<file path="config.mk">
export PLATFORM = sky130hd
export DESIGN_NAME = teclado_entrada
export DESIGN_NICKNAME = d
export VERILOG_FILES = /design/src/rtl/teclado_entrada.sv
export SDC_FILE = /design/constraint.sdc
export NUM_CORES = 1
export LEC_CHECK = 0
export ABC_CLOCK_PERIOD_IN_PS = 3400
export BUFFER_PORTS_ARGS = -buffer_cell sky130_fd_sc_hd__buf_2
export CORE_ASPECT_RATIO = 1.4
export CORE_MARGIN = 2
export CORE_UTILIZATION = 53
export CTS_CLUSTER_SIZE = 40
export DETAILED_ROUTE_END_ITERATION = 8
export HOLD_SLACK_MARGIN = 0.06
export PLACE_DENSITY = 0.78
export SETUP_SLACK_MARGIN = 0.02
export SYNTH_ARGS = -nofsm -noshare
export SYNTH_HDL_FRONTEND = slang
export SYNTH_SLANG_ARGS = --single-unit
</file>
<file path="constraint.sdc">
create_clock -name clk -period 3.4 [get_ports clk]
set_clock_uncertainty 0.2 [all_clocks]
set_input_delay 1.02 -clock clk [delete_from_list [all_inputs] [get_ports clk]]
set_output_delay 1.02 -clock clk [all_outputs]
set_load 0.05 [all_outputs]
</file>
<file path="src/rtl/teclado_entrada.sv">
// ============================================================================
// Module   : teclado_entrada
// Purpose  : Keypad consumer that debounces scan strobes into single press
//            events and assembles a BCD entry with commit/clear/op keys.
// Revision : 1.0 - initial release
// ============================================================================
`default_nettype none

module teclado_entrada #(
   parameter int N_DIGITS       = 4,
   parameter int RELEASE_CYCLES = 8
) (
   input  logic                  clk,
   input  logic                  rst,
   input  logic [4:0]            digito,
   input  logic                  cambio_digito,
   output logic [4*N_DIGITS-1:0] entrada,
   output logic [3:0]            n_digitos,
   output logic [4*N_DIGITS-1:0] valor,
   output logic                  valor_valido,
   output logic [1:0]            op,
   output logic                  op_valido,
   output logic                  desborde
);

   localparam int         W        = 4 * N_DIGITS;
   localparam logic [0:0] LIBRE    = 1'b0;
   localparam logic [0:0] RETENIDA = 1'b1;
   localparam logic [7:0] REL      = 8'(RELEASE_CYCLES);
   localparam logic [3:0] NMAX     = 4'(N_DIGITS);

   logic [0:0]   state_q, state_d;
   logic [7:0]   cnt_q, cnt_d;
   logic [4:0]   held_q, held_d;
   logic [W-1:0] entrada_q, entrada_d;
   logic [3:0]   n_q, n_d;
   logic [W-1:0] valor_q, valor_d;
   logic         valor_valido_q, valor_valido_d;
   logic [1:0]   op_q, op_d;
   logic         op_valido_q, op_valido_d;
   logic         desborde_q, desborde_d;

   logic         accept;
   logic [3:0]   key;
   logic [W-1:0] shifted;

   // Codes 16/17 (bit 4 set) never start a press.
   assign accept = (state_q == LIBRE) && cambio_digito && !digito[4];
   assign key    = held_d[3:0];

   generate
      if (N_DIGITS == 1) begin : g_shift_one
         assign shifted = key;
      end else begin : g_shift_multi
         assign shifted = {entrada_q[W-5:0], key};
      end
   endgenerate

   always_ff @(posedge clk) begin
      if (rst) begin
         state_q        <= LIBRE;
         cnt_q          <= '0;
         held_q         <= '0;
         entrada_q      <= '0;
         n_q            <= '0;
         valor_q        <= '0;
         valor_valido_q <= 1'b0;
         op_q           <= '0;
         op_valido_q    <= 1'b0;
         desborde_q     <= 1'b0;
      end else begin
         state_q        <= state_d;
         cnt_q          <= cnt_d;
         held_q         <= held_d;
         entrada_q      <= entrada_d;
         n_q            <= n_d;
         valor_q        <= valor_d;
         valor_valido_q <= valor_valido_d;
         op_q           <= op_d;
         op_valido_q    <= op_valido_d;
         desborde_q     <= desborde_d;
      end
   end

   always_comb begin
      state_d = state_q;
      cnt_d   = cnt_q;
      held_d  = held_q;
      case (state_q)
         LIBRE: begin
            if (accept) begin
               state_d = RETENIDA;
               cnt_d   = '0;
               held_d  = digito;
            end
         end
         RETENIDA: begin
            if (cambio_digito) begin
               cnt_d = '0;
            end else if (cnt_q < REL) begin
               cnt_d = cnt_q + 8'd1;
               if (cnt_q + 8'd1 == REL) begin
                  state_d = LIBRE;
               end
            end
         end
         default: state_d = LIBRE;
      endcase
   end

   // Key actions fire only on the accepting edge.
   always_comb begin
      entrada_d      = entrada_q;
      n_d            = n_q;
      valor_d        = valor_q;
      valor_valido_d = 1'b0;
      op_d           = op_q;
      op_valido_d    = 1'b0;
      desborde_d     = 1'b0;
      if (accept) begin
         if (key <= 4'd9) begin
            if (n_q < NMAX) begin
               entrada_d = shifted;
               n_d       = n_q + 4'd1;
            end else begin
               desborde_d = 1'b1;
            end
         end else if (key == 4'd15) begin
            entrada_d = '0;
            n_d       = '0;
         end else if (key == 4'd14) begin
            if (n_q != 4'd0) begin
               valor_d        = entrada_q;
               valor_valido_d = 1'b1;
               entrada_d      = '0;
               n_d            = '0;
            end
         end else begin
            op_d        = 2'(key - 4'd10);
            op_valido_d = 1'b1;
         end
      end
   end

   assign entrada      = entrada_q;
   assign n_digitos    = n_q;
   assign valor        = valor_q;
   assign valor_valido = valor_valido_q;
   assign op           = op_q;
   assign op_valido    = op_valido_q;
   assign desborde     = desborde_q;

endmodule

`default_nettype wire
</file>
==> results of run 1 <==
## cell usage after synthesis, types with 2 or more instances
master and n:
sky130_fd_sc_hd__ha_1 4, sky130_fd_sc_hd__nor3_1 4, sky130_fd_sc_hd__nor2b_1 5, sky130_fd_sc_hd__nand3b_1 2, sky130_fd_sc_hd__mux2_2 2, sky130_fd_sc_hd__nor3b_1 6, sky130_fd_sc_hd__dfxtp_1 53, sky130_fd_sc_hd__inv_1 5
sky130_fd_sc_hd__buf_2 4, sky130_fd_sc_hd__nor4b_1 2, sky130_fd_sc_hd__o21ai_0 5, sky130_fd_sc_hd__xor2_1 2, sky130_fd_sc_hd__nand2_1 13, sky130_fd_sc_hd__o2bb2ai_1 2, sky130_fd_sc_hd__mux2i_1 32, sky130_fd_sc_hd__nand2b_1 27
sky130_fd_sc_hd__nor2_1 23, sky130_fd_sc_hd__clkbuf_1 6, sky130_fd_sc_hd__a21oi_1 10, sky130_fd_sc_hd__nand3_1 5
## per-stage QoR
stage	instance area [µm²]	utilization (%)	worst slack, ps
after global placement	2550	60.7	736
after CTS	2670	63.5	1000
final	2670	63.5	1010
after floorplan	2290	-	667
after global routing	2670	63.5	910
after detailed placement	2550	60.7	671
## critical path, cell delays in order
cell and delay (ps):
sky130_fd_sc_hd__buf_2 130, sky130_fd_sc_hd__nand4bb_4 260, sky130_fd_sc_hd__a2111oi_4 290, sky130_fd_sc_hd__buf_4 340, sky130_fd_sc_hd__mux2i_1 240, sky130_fd_sc_hd__nor2_1 60
## cell families (layout without fill, tap and decap cells)
family,Yosys count,in the layout,share of synthesized area (%)
AO/OA/AOI/OAI,25,25,7.64
multiplexers,34,34,15.0
buffers and inverters,18,65,3.71
adder cells (fa/ha/maj),4,4,2.18
XOR/XNOR,3,3,1.15
AND/OR/NAND/NOR,96,96,24.1
flip-flops,53,53,46.3
## state kept, by name, summed over array words and instances, names as in the netlist
name          count
entrada          16
valor            16
cnt_q             8
n_digitos         4
held_q            3
op                2
desborde          1
op_valido         1
state_q           1
valor_valido      1
## power by group
part / leakage (µW) / switching (µW) / internal [µW]
clock: 0.0000585 / 191 / 240
combinational: 0.000691 / 58.0 / 32.2
sequential: 0.000428 / 5.16 / 626
total: 0.00118 / 254 / 899
## metal layers
layer / vias to the layer above / GRT usage [%]
li1: 889 / -
met1: 808 / 24.3
met2: 38 / 31.5
met3: 6 / 3.94
met4: 0 / 7.78
met5: - / 0
## worst max-delay path by stage
stage                     end  cells after the start  slack (ps)       from
finish               valor[5]                      6        1010  digito[4]
global route         valor[3]                      6         910  digito[4]
CTS                  valor[5]                      6        1000  digito[4]
detailed placement   valor[5]                      6         670  digito[4]
global placement    valor[12]                      6         740  digito[4]
floorplan           valor[10]                      6         670  digito[1]
## cell type report
cell class              count  share of cell area (%)
clock buffers               7                    3.23
clock inverters             1                    1.13
inverters                   5                   0.703
flip-flops and latches     53                    39.8
well taps                  45                    2.11
repair buffers             52                    10.1
multi-input cells         162                    42.9
==> Flow_metrics.wiki, run 1 <==
{| class="wikitable"
! Metric !! Value
|-
| Total area of multi-input combinational cells || 1150 µm²
|-
| Total leakage power || 0.00118 µW
|-
| Mapped cell area || 2290 µm²
|-
| Layout-stage area growth over the synthesis result || 16.4%
|-
| End of the worst register-to-register path || entrada[4]
|-
| Register area || roughly 1100 µm²
|-
| DR WL met2 || about 2100 µm
|-
| Number of H-tree levels || 2
|-
| Largest cells by area after synthesis || sky130_fd_sc_hd__dfxtp_1 46%, sky130_fd_sc_hd__mux2i_1 14%, sky130_fd_sc_hd__nand2b_1 7.4%
|-
| TritonCTS Buffers || 5
|-
| Cell Count, Final, Fillers Out || 325
|-
| Clock-pin slew on the worst setup and hold paths || 90 ps
|-
| Final layout net count || 291
|-
| Hold EP || held_q[2]
|-
| Length of the first detailed-routing pass in iterations || 4
|-
| Total negative slack for setup checks || 0 ps
|-
| Max-slew headroom || 37.6%
|-
| Initial antenna violation count || 0
|-
| Cell total after placement || 317
|-
| Total die area || slightly below 5000 µm²
|-
| Max-cap violation count || 0
|-
| Kind of launch point of the worst setup path || input pin
|-
| Arrival time worst endpoint || 2350 ps
|-
| Predominant post-synthesis flop cell || sky130_fd_sc_hd__dfxtp_1
|-
| Cell taking the most area after synthesis || sky130_fd_sc_hd__dfxtp_1
|-
| Core area || 4200 µm²
|-
| Later-pin clock latency in the skew report || approximately 300 ps
|-
| Detailed-route via count || 1741
|-
| Detailed Place HPWL || roughly 3000 µm
|-
| Status || complete, no violations
|-
| Vias in the first global route || 1555
|-
| Horizontal die dimension || approximately 60 µm
|-
| Setup bufs post-CTS || 0
|-
| Leading cell types in the layout, fill and taps excluded || 53 x sky130_fd_sc_hd__dfxtp_1, 48 x sky130_fd_sc_hd__buf_2, 32 x sky130_fd_sc_hd__mux2i_1
|-
| Start-to-end type of the worst setup path || in2reg
|-
| Wirelength, routed || 4300 µm
|-
| Ys async rst share || 0%
|-
| Final estimated routing congestion in global placement || 0.806
|-
| Count of cells along the worst hold path || 2
|-
| RR Startpoint || n_digitos[0]
|-
| Starting DRC count in detailed routing || between 50 and 60
|-
| Unrepaired setup endpoints after global routing || false
|-
| Die Y-Extent || 81.8 µm
|-
| Worst Hold Launch || held_q[2]
|-
| Filler cell count in the final layout || roughly 380
|-
| Number of cells upsized or downsized after cts || 0
|-
| Met1 wire length || 1990 µm
|-
| Maximum fanout along the worst path || 17
|-
| Drt wl/cell || roughly 13 µm
|-
| Met3 WL post-DR || ~170 µm
|-
| Depth of the worst register-to-register path || 7
|-
| Count of input and output buffers || 48
|-
| Synth Warn # || 0
|-
| Total power of the final layout || 1150 µW
|-
| Master cell of the clock root buffer || sky130_fd_sc_hd__clkbuf_8
|-
| Final setup violating endpoints || 0
|-
| Nature of the critical path endpoint || flop
|-
| Boundary pin count || 49
|-
| Global routing usage summed across all routing layers || 19.2%
|-
| Power density of the placed cells || 432 nW/µm²
|-
| Final Critical Period || 2390 ps
|-
| Minimum setup slack among reg-to-reg paths || 1290 ps
|-
| Post-Synthesis Mean Instance Area || 9.84 µm²
|-
| Net count of the mapped netlist || 245
|-
| Synth Register Bits || 53
|-
| Share of layout cells above drive strength 1 || 24.3%
|-
| Share of synthesized area occupied by flip-flops and latches || 46.3%
|-
| Actual slew at the worst max-slew pin || roughly 940 ps
|-
| Highest clock rate || 418 MHz
|-
| Sinks on the clock net || 53
|-
| Hold buffers post-CTS || 0
|-
| Initial standard-cell utilization of the core || 54.5%
|-
| Number of enable-type register cells in the synthesized netlist || 0
|-
| Vias per cell || 5.36
|-
| Worst voltage drop across the vdd grid || 0.000373 V
|-
| Clock tree from TritonCTS || yes
|-
| GRT Residual Overflow || 0
|-
| Highest Signal Layer || met4
|-
| Hold Worst Slack || 256 ps
|-
| Post-DRT Antenna Nets || 0
|-
| Commonest non-fill, non-tap cell in the layout || sky130_fd_sc_hd__dfxtp_1
|-
| Fraction of synthesized cell area taken by the top area cell type || 46.3%
|-
| Number of hold violations in the final report || 0
|-
| Class of the most critical hold timing path || reg2reg
|-
| Global-route wire length before repair || between 7000 and 8000 µm
|-
| Distinct cell type count of the synthesized netlist || about 40
|-
| Antenna diode count || 0
|-
| Cell row count || 28
|-
| Max-slew violation count || 0
|-
| Mapped Cells || 233
|-
| Largest net degree at the start of global routing || 60
|-
| Worst EP required || ~3400 ps
|-
| Remaining routing DRC violations || 0
|-
| Final period util || around 70%
|-
| Clock Path Buffers || 2
|}
Note: power is estimated with default switching activity, not from simulation.
==> run 2, diff against run 1 <==
--- a/config.mk
+++ b/config.mk
@@ -5,15 +5,16 @@
 export SDC_FILE = /design/constraint.sdc
 export NUM_CORES = 1
 export LEC_CHECK = 0
-export ABC_CLOCK_PERIOD_IN_PS = 3400
+export ABC_AREA = 1
+export ABC_CLOCK_PERIOD_IN_PS = 2370
 export BUFFER_PORTS_ARGS = -buffer_cell sky130_fd_sc_hd__buf_2
 export CORE_ASPECT_RATIO = 1.4
 export CORE_MARGIN = 2
-export CORE_UTILIZATION = 53
+export CORE_UTILIZATION = 54
 export CTS_CLUSTER_SIZE = 40
 export DETAILED_ROUTE_END_ITERATION = 8
 export HOLD_SLACK_MARGIN = 0.06
-export PLACE_DENSITY = 0.78
+export PLACE_DENSITY = 0.79
 export SETUP_SLACK_MARGIN = 0.02
 export SYNTH_ARGS = -nofsm -noshare
 export SYNTH_HDL_FRONTEND = slang
==> constraint.sdc (replaced) <==
create_clock -name clk -period 2.37 [get_ports clk]
set_clock_uncertainty 0.2 [all_clocks]
set_input_delay 0.711 -clock clk [delete_from_list [all_inputs] [get_ports clk]]
set_output_delay 0.711 -clock clk [all_outputs]
set_load 0.05 [all_outputs]
==> run 2 against run 1 <==
Compared with the run above:
- core utilization rose by 4.2 points
- flip-flop and latch count rose by 1
- die area rose by 3.5%
- final cell count rose by 38%
- via count rose by 30%
- largest cell class unchanged
==> Flow_metrics.wiki, run 2 <==
{| class="wikitable"
! Metric !! Value
|-
| Status || complete, no violations
|-
| Actual slew at the worst max-slew pin || 545 ps (-391 ps)
|-
| Post-Synthesis Mean Instance Area || 7.31 µm² (-26%)
|-
| Final Critical Period || 2130 ps
|-
| Net count of the mapped netlist || 343 (+40%)
|-
| Leading cell types in the layout, fill and taps excluded || 92 x sky130_fd_sc_hd__nand2_1, 54 x sky130_fd_sc_hd__dfxtp_1, 48 x sky130_fd_sc_hd__buf_2
|-
| Depth of the worst register-to-register path || 11 (+4)
|-
| Arrival time worst endpoint || 2180 ps (-170 ps)
|-
| Final worst setup slack || 242 ps (-768 ps)
|-
| Setup bufs post-CTS || 0 (unchanged)
|-
| Core area || 4270 µm² (+1.7%)
|-
| Count of input and output buffers || 48 (unchanged)
|-
| Kind of launch point of the worst setup path || input pin
|-
| Predominant post-synthesis flop cell || sky130_fd_sc_hd__dfxtp_1
|-
| Unrepaired setup endpoints after global routing || false
|-
| Share of layout cells above drive strength 1 || 23.3% (-0.95 points)
|-
| Mapped Cells || 331 (+42%)
|-
| Ys async rst share || 0% (unchanged)
|-
| Post-DRT Antenna Nets || 0 (unchanged)
|-
| Largest cells by area after synthesis || sky130_fd_sc_hd__dfxtp_1 45%, sky130_fd_sc_hd__nand2_1 14%, sky130_fd_sc_hd__nand3_1 6.8%
|-
| Worst EP required || 2420 ps (-940 ps)
|-
| Wirelength, routed || 5490 µm (+28%)
|-
| Worst Hold Launch || cnt_q[5]
|-
| RR Startpoint || state_q
|-
| Most common cell in the netlist || sky130_fd_sc_hd__nand2_1
|-
| Clock Path Buffers || 2 (unchanged)
|-
| Initial antenna violation count || 0 (unchanged)
|-
| End of the worst register-to-register path || op[1]
|-
| Share of power burned in the clock network || 32.4% (-5.0 points)
|-
| Mapped cell area || 2420 µm² (+5.6%)
|-
| Cell total after placement || 442 (+39%)
|-
| Horizontal die dimension || 60.6 µm (+1.7%)
|-
| Total die area || 5040 µm² (+3.5%)
|-
| Master cell of the clock root buffer || sky130_fd_sc_hd__clkbuf_8
|-
| Count of cells along the worst hold path || 2 (unchanged)
|-
| Post-route core utilization || 67.7% (+4.2 points)
|-
| Global-route wire length before repair || 9240 µm (+29%)
|-
| Synth Warn # || 0 (unchanged)
|-
| Max-slew violation count || 0 (unchanged)
|-
| Die Y-Extent || 83.2 µm (+1.7%)
|-
| Number of cells upsized or downsized after cts || 0 (unchanged)
|-
| Hold Worst Slack || 254 ps (-2.23 ps)
|-
| Maximum fanout along the worst path || 12 (-5)
|-
| Max-slew headroom || 63.7% (+26 points)
|-
| Cell taking the most area after synthesis || sky130_fd_sc_hd__dfxtp_1
|-
| Worst voltage drop across the vdd grid || 0.000464 V (+24%)
|-
| Class of the most critical hold timing path || reg2reg
|-
| Power density of the placed cells || 678 nW/µm² (+57%)
|-
| Commonest non-fill, non-tap cell in the layout || sky130_fd_sc_hd__nand2_1
|-
| Cell row count || 28 (unchanged)
|-
| Minimum setup slack among reg-to-reg paths || 320 ps (-970 ps)
|-
| Remaining routing DRC violations || 0 (unchanged)
|-
| Top cells by instance count after synthesis || 92 x sky130_fd_sc_hd__nand2_1, 54 x sky130_fd_sc_hd__dfxtp_1, 34 x sky130_fd_sc_hd__nor2_1
|-
| Detailed-route via count || 2269 (+30%)
|-
| Total power of the final layout || 1960 µW (+70%)
|-
| Nature of the critical path endpoint || flop
|-
| TritonCTS Buffers || 5 (unchanged)
|-
| Clock tree from TritonCTS || yes
|-
| Combinational share of power || 18.0% (+10 points)
|-
| Clock-pin slew on the worst setup and hold paths || 100 ps (about the same)
|-
| Share of synthesized area occupied by flip-flops and latches || 44.7% (-1.6 points)
|-
| Later-pin clock latency in the skew report || 320 ps (+20 ps)
|-
| Number of hold violations in the final report || 0 (unchanged)
|-
| Part of the power in registers || 49.6% (-5.2 points)
|-
| Total leakage power || 0.00140 µW (+19%)
|-
| Sinks on the clock net || 54 (+1.9%)
|-
| Length of the first detailed-routing pass in iterations || 4 (unchanged)
|-
| Hold buffers post-CTS || 0 (unchanged)
|-
| Synth Register Bits || 54 (+1.9%)
|-
| Final setup violating endpoints || 0 (unchanged)
|-
| Drt wl/cell || 12.2 µm (-7.8%)
|-
| Fraction of synthesized cell area taken by the top area cell type || 44.7% (-1.6 points)
|-
| Final estimated routing congestion in global placement || 0.857 (+6.3%)
|-
| Largest net degree at the start of global routing || 28 (-53%)
|-
| Net switching power || 600 µW (+140%)
|-
| Boundary pin count || 49 (unchanged)
|-
| Number of enable-type register cells in the synthesized netlist || 0 (unchanged)
|-
| Switching share of power || 30.6% (+8.5 points)
|-
| Internal Dissipation || 1360 µW (+51%)
|-
| Setup Slack @ Placement || -90.7 ps (-762 ps)
|-
| Layout-stage area growth over the synthesis result || 19.4%
|-
| Number of H-tree levels || 2 (unchanged)
|-
| Filler cell count in the final layout || 396 (+3.7%)
|-
| Max-cap violation count || 0 (unchanged)
|-
| Vias per cell || 5.04 (-5.9%)
|-
| Final layout net count || 401 (+38%)
|-
| Detailed Place HPWL || 3940 µm (+33%)
|-
| Antenna diode count || 0 (unchanged)
|-
| GRT Residual Overflow || 0 (unchanged)
|-
| Highest clock rate || around 470 MHz
|-
| Vias in the first global route || 2074 (+33%)
|-
| Hold EP || cnt_q[5]
|-
| Global routing usage summed across all routing layers || 23.6% (+4.4 points)
|-
| Initial standard-cell utilization of the core || 56.6% (+2.1 points)
|-
| Cell Count, Final, Fillers Out || 450 (+38%)
|-
| Starting DRC count in detailed routing || 130 (+150%)
|-
| Start-to-end type of the worst setup path || in2reg
|-
| Distinct cell type count of the synthesized netlist || 31 (-24%)
|-
| Final period util || 89.8%
|}
-- run 2: worst max-delay path by stage --
stage | from | end | cells past startpoint
finish | digito[4] | op[1] | 12
global route | digito[4] | op[1] | 12
CTS | digito[4] | op[1] | 12
detailed placement | digito[4] | op[1] | 12
global placement | digito[4] | op[1] | 12
floorplan | digito[4] | valor[10] | 10
-- run 2: power groups by stage --
stage / sequential (µW) / combinational (µW) / clock [µW]
global route: 976 / 387 / 692
floorplan: 1060 / 187 / 0
finish: 973 / 353 / 636
global placement: 992 / 346 / 0
CTS: 972 / 353 / 646
detailed placement: 992 / 351 / 0
-- run 2: logic make-up (layout without fill, tap and decap cells) --
family / Yosys count / in the layout / synth area share, %
simple gates: 193 / 193 / 36.4
fa+ha+maj: 4 / 4 / 2.07
xor+xnor: 2 / 2 / 0.724
compound gates: 29 / 29 / 6.82
buf+inv: 49 / 108 / 9.30
flops: 54 / 54 / 44.7
-- run 2: per-layer routing --
metal	GRT usage [%]	share of wire (%)	vias up
met3	4.52	5.2	6
li1	-	-	1178
met4	7.51	1.3	0
met5	0	0	-
met1	28.1	42	1026
met2	40.9	51	59
-- run 2: worst max-delay path, stage by stage --
cell	delay, ps
sky130_fd_sc_hd__buf_2	110
sky130_fd_sc_hd__inv_2	40
sky130_fd_sc_hd__nand3_2	200
sky130_fd_sc_hd__buf_4	220
sky130_fd_sc_hd__nand2_1	50
sky130_fd_sc_hd__nand2_1	100
sky130_fd_sc_hd__nand2_4	110
sky130_fd_sc_hd__buf_4	180
sky130_fd_sc_hd__inv_1	100
sky130_fd_sc_hd__nand3_1	150
sky130_fd_sc_hd__nand2_1	60
sky130_fd_sc_hd__a21oi_1	130
-- run 2: cell type report --
cell class	count	area, µm²	share of cell area (%)
clock inverters	3	47.5	1.64
multi-input cells	228	1110	38.6
repair buffers	66	375	13.0
well taps	60	75.1	2.60
inverters	34	129	4.46
flip-flops and latches	54	1080	37.4
clock buffers	5	68.8	2.38
-- run 2: metrics by stage --
stage | instance area (µm²) | setup TNS, ps
finish | 2890 | 0
detailed placement | 2780 | -992
floorplan | 2420 | 0
CTS | 2890 | 0
global placement | 2780 | -257
global route | 2890 | 0
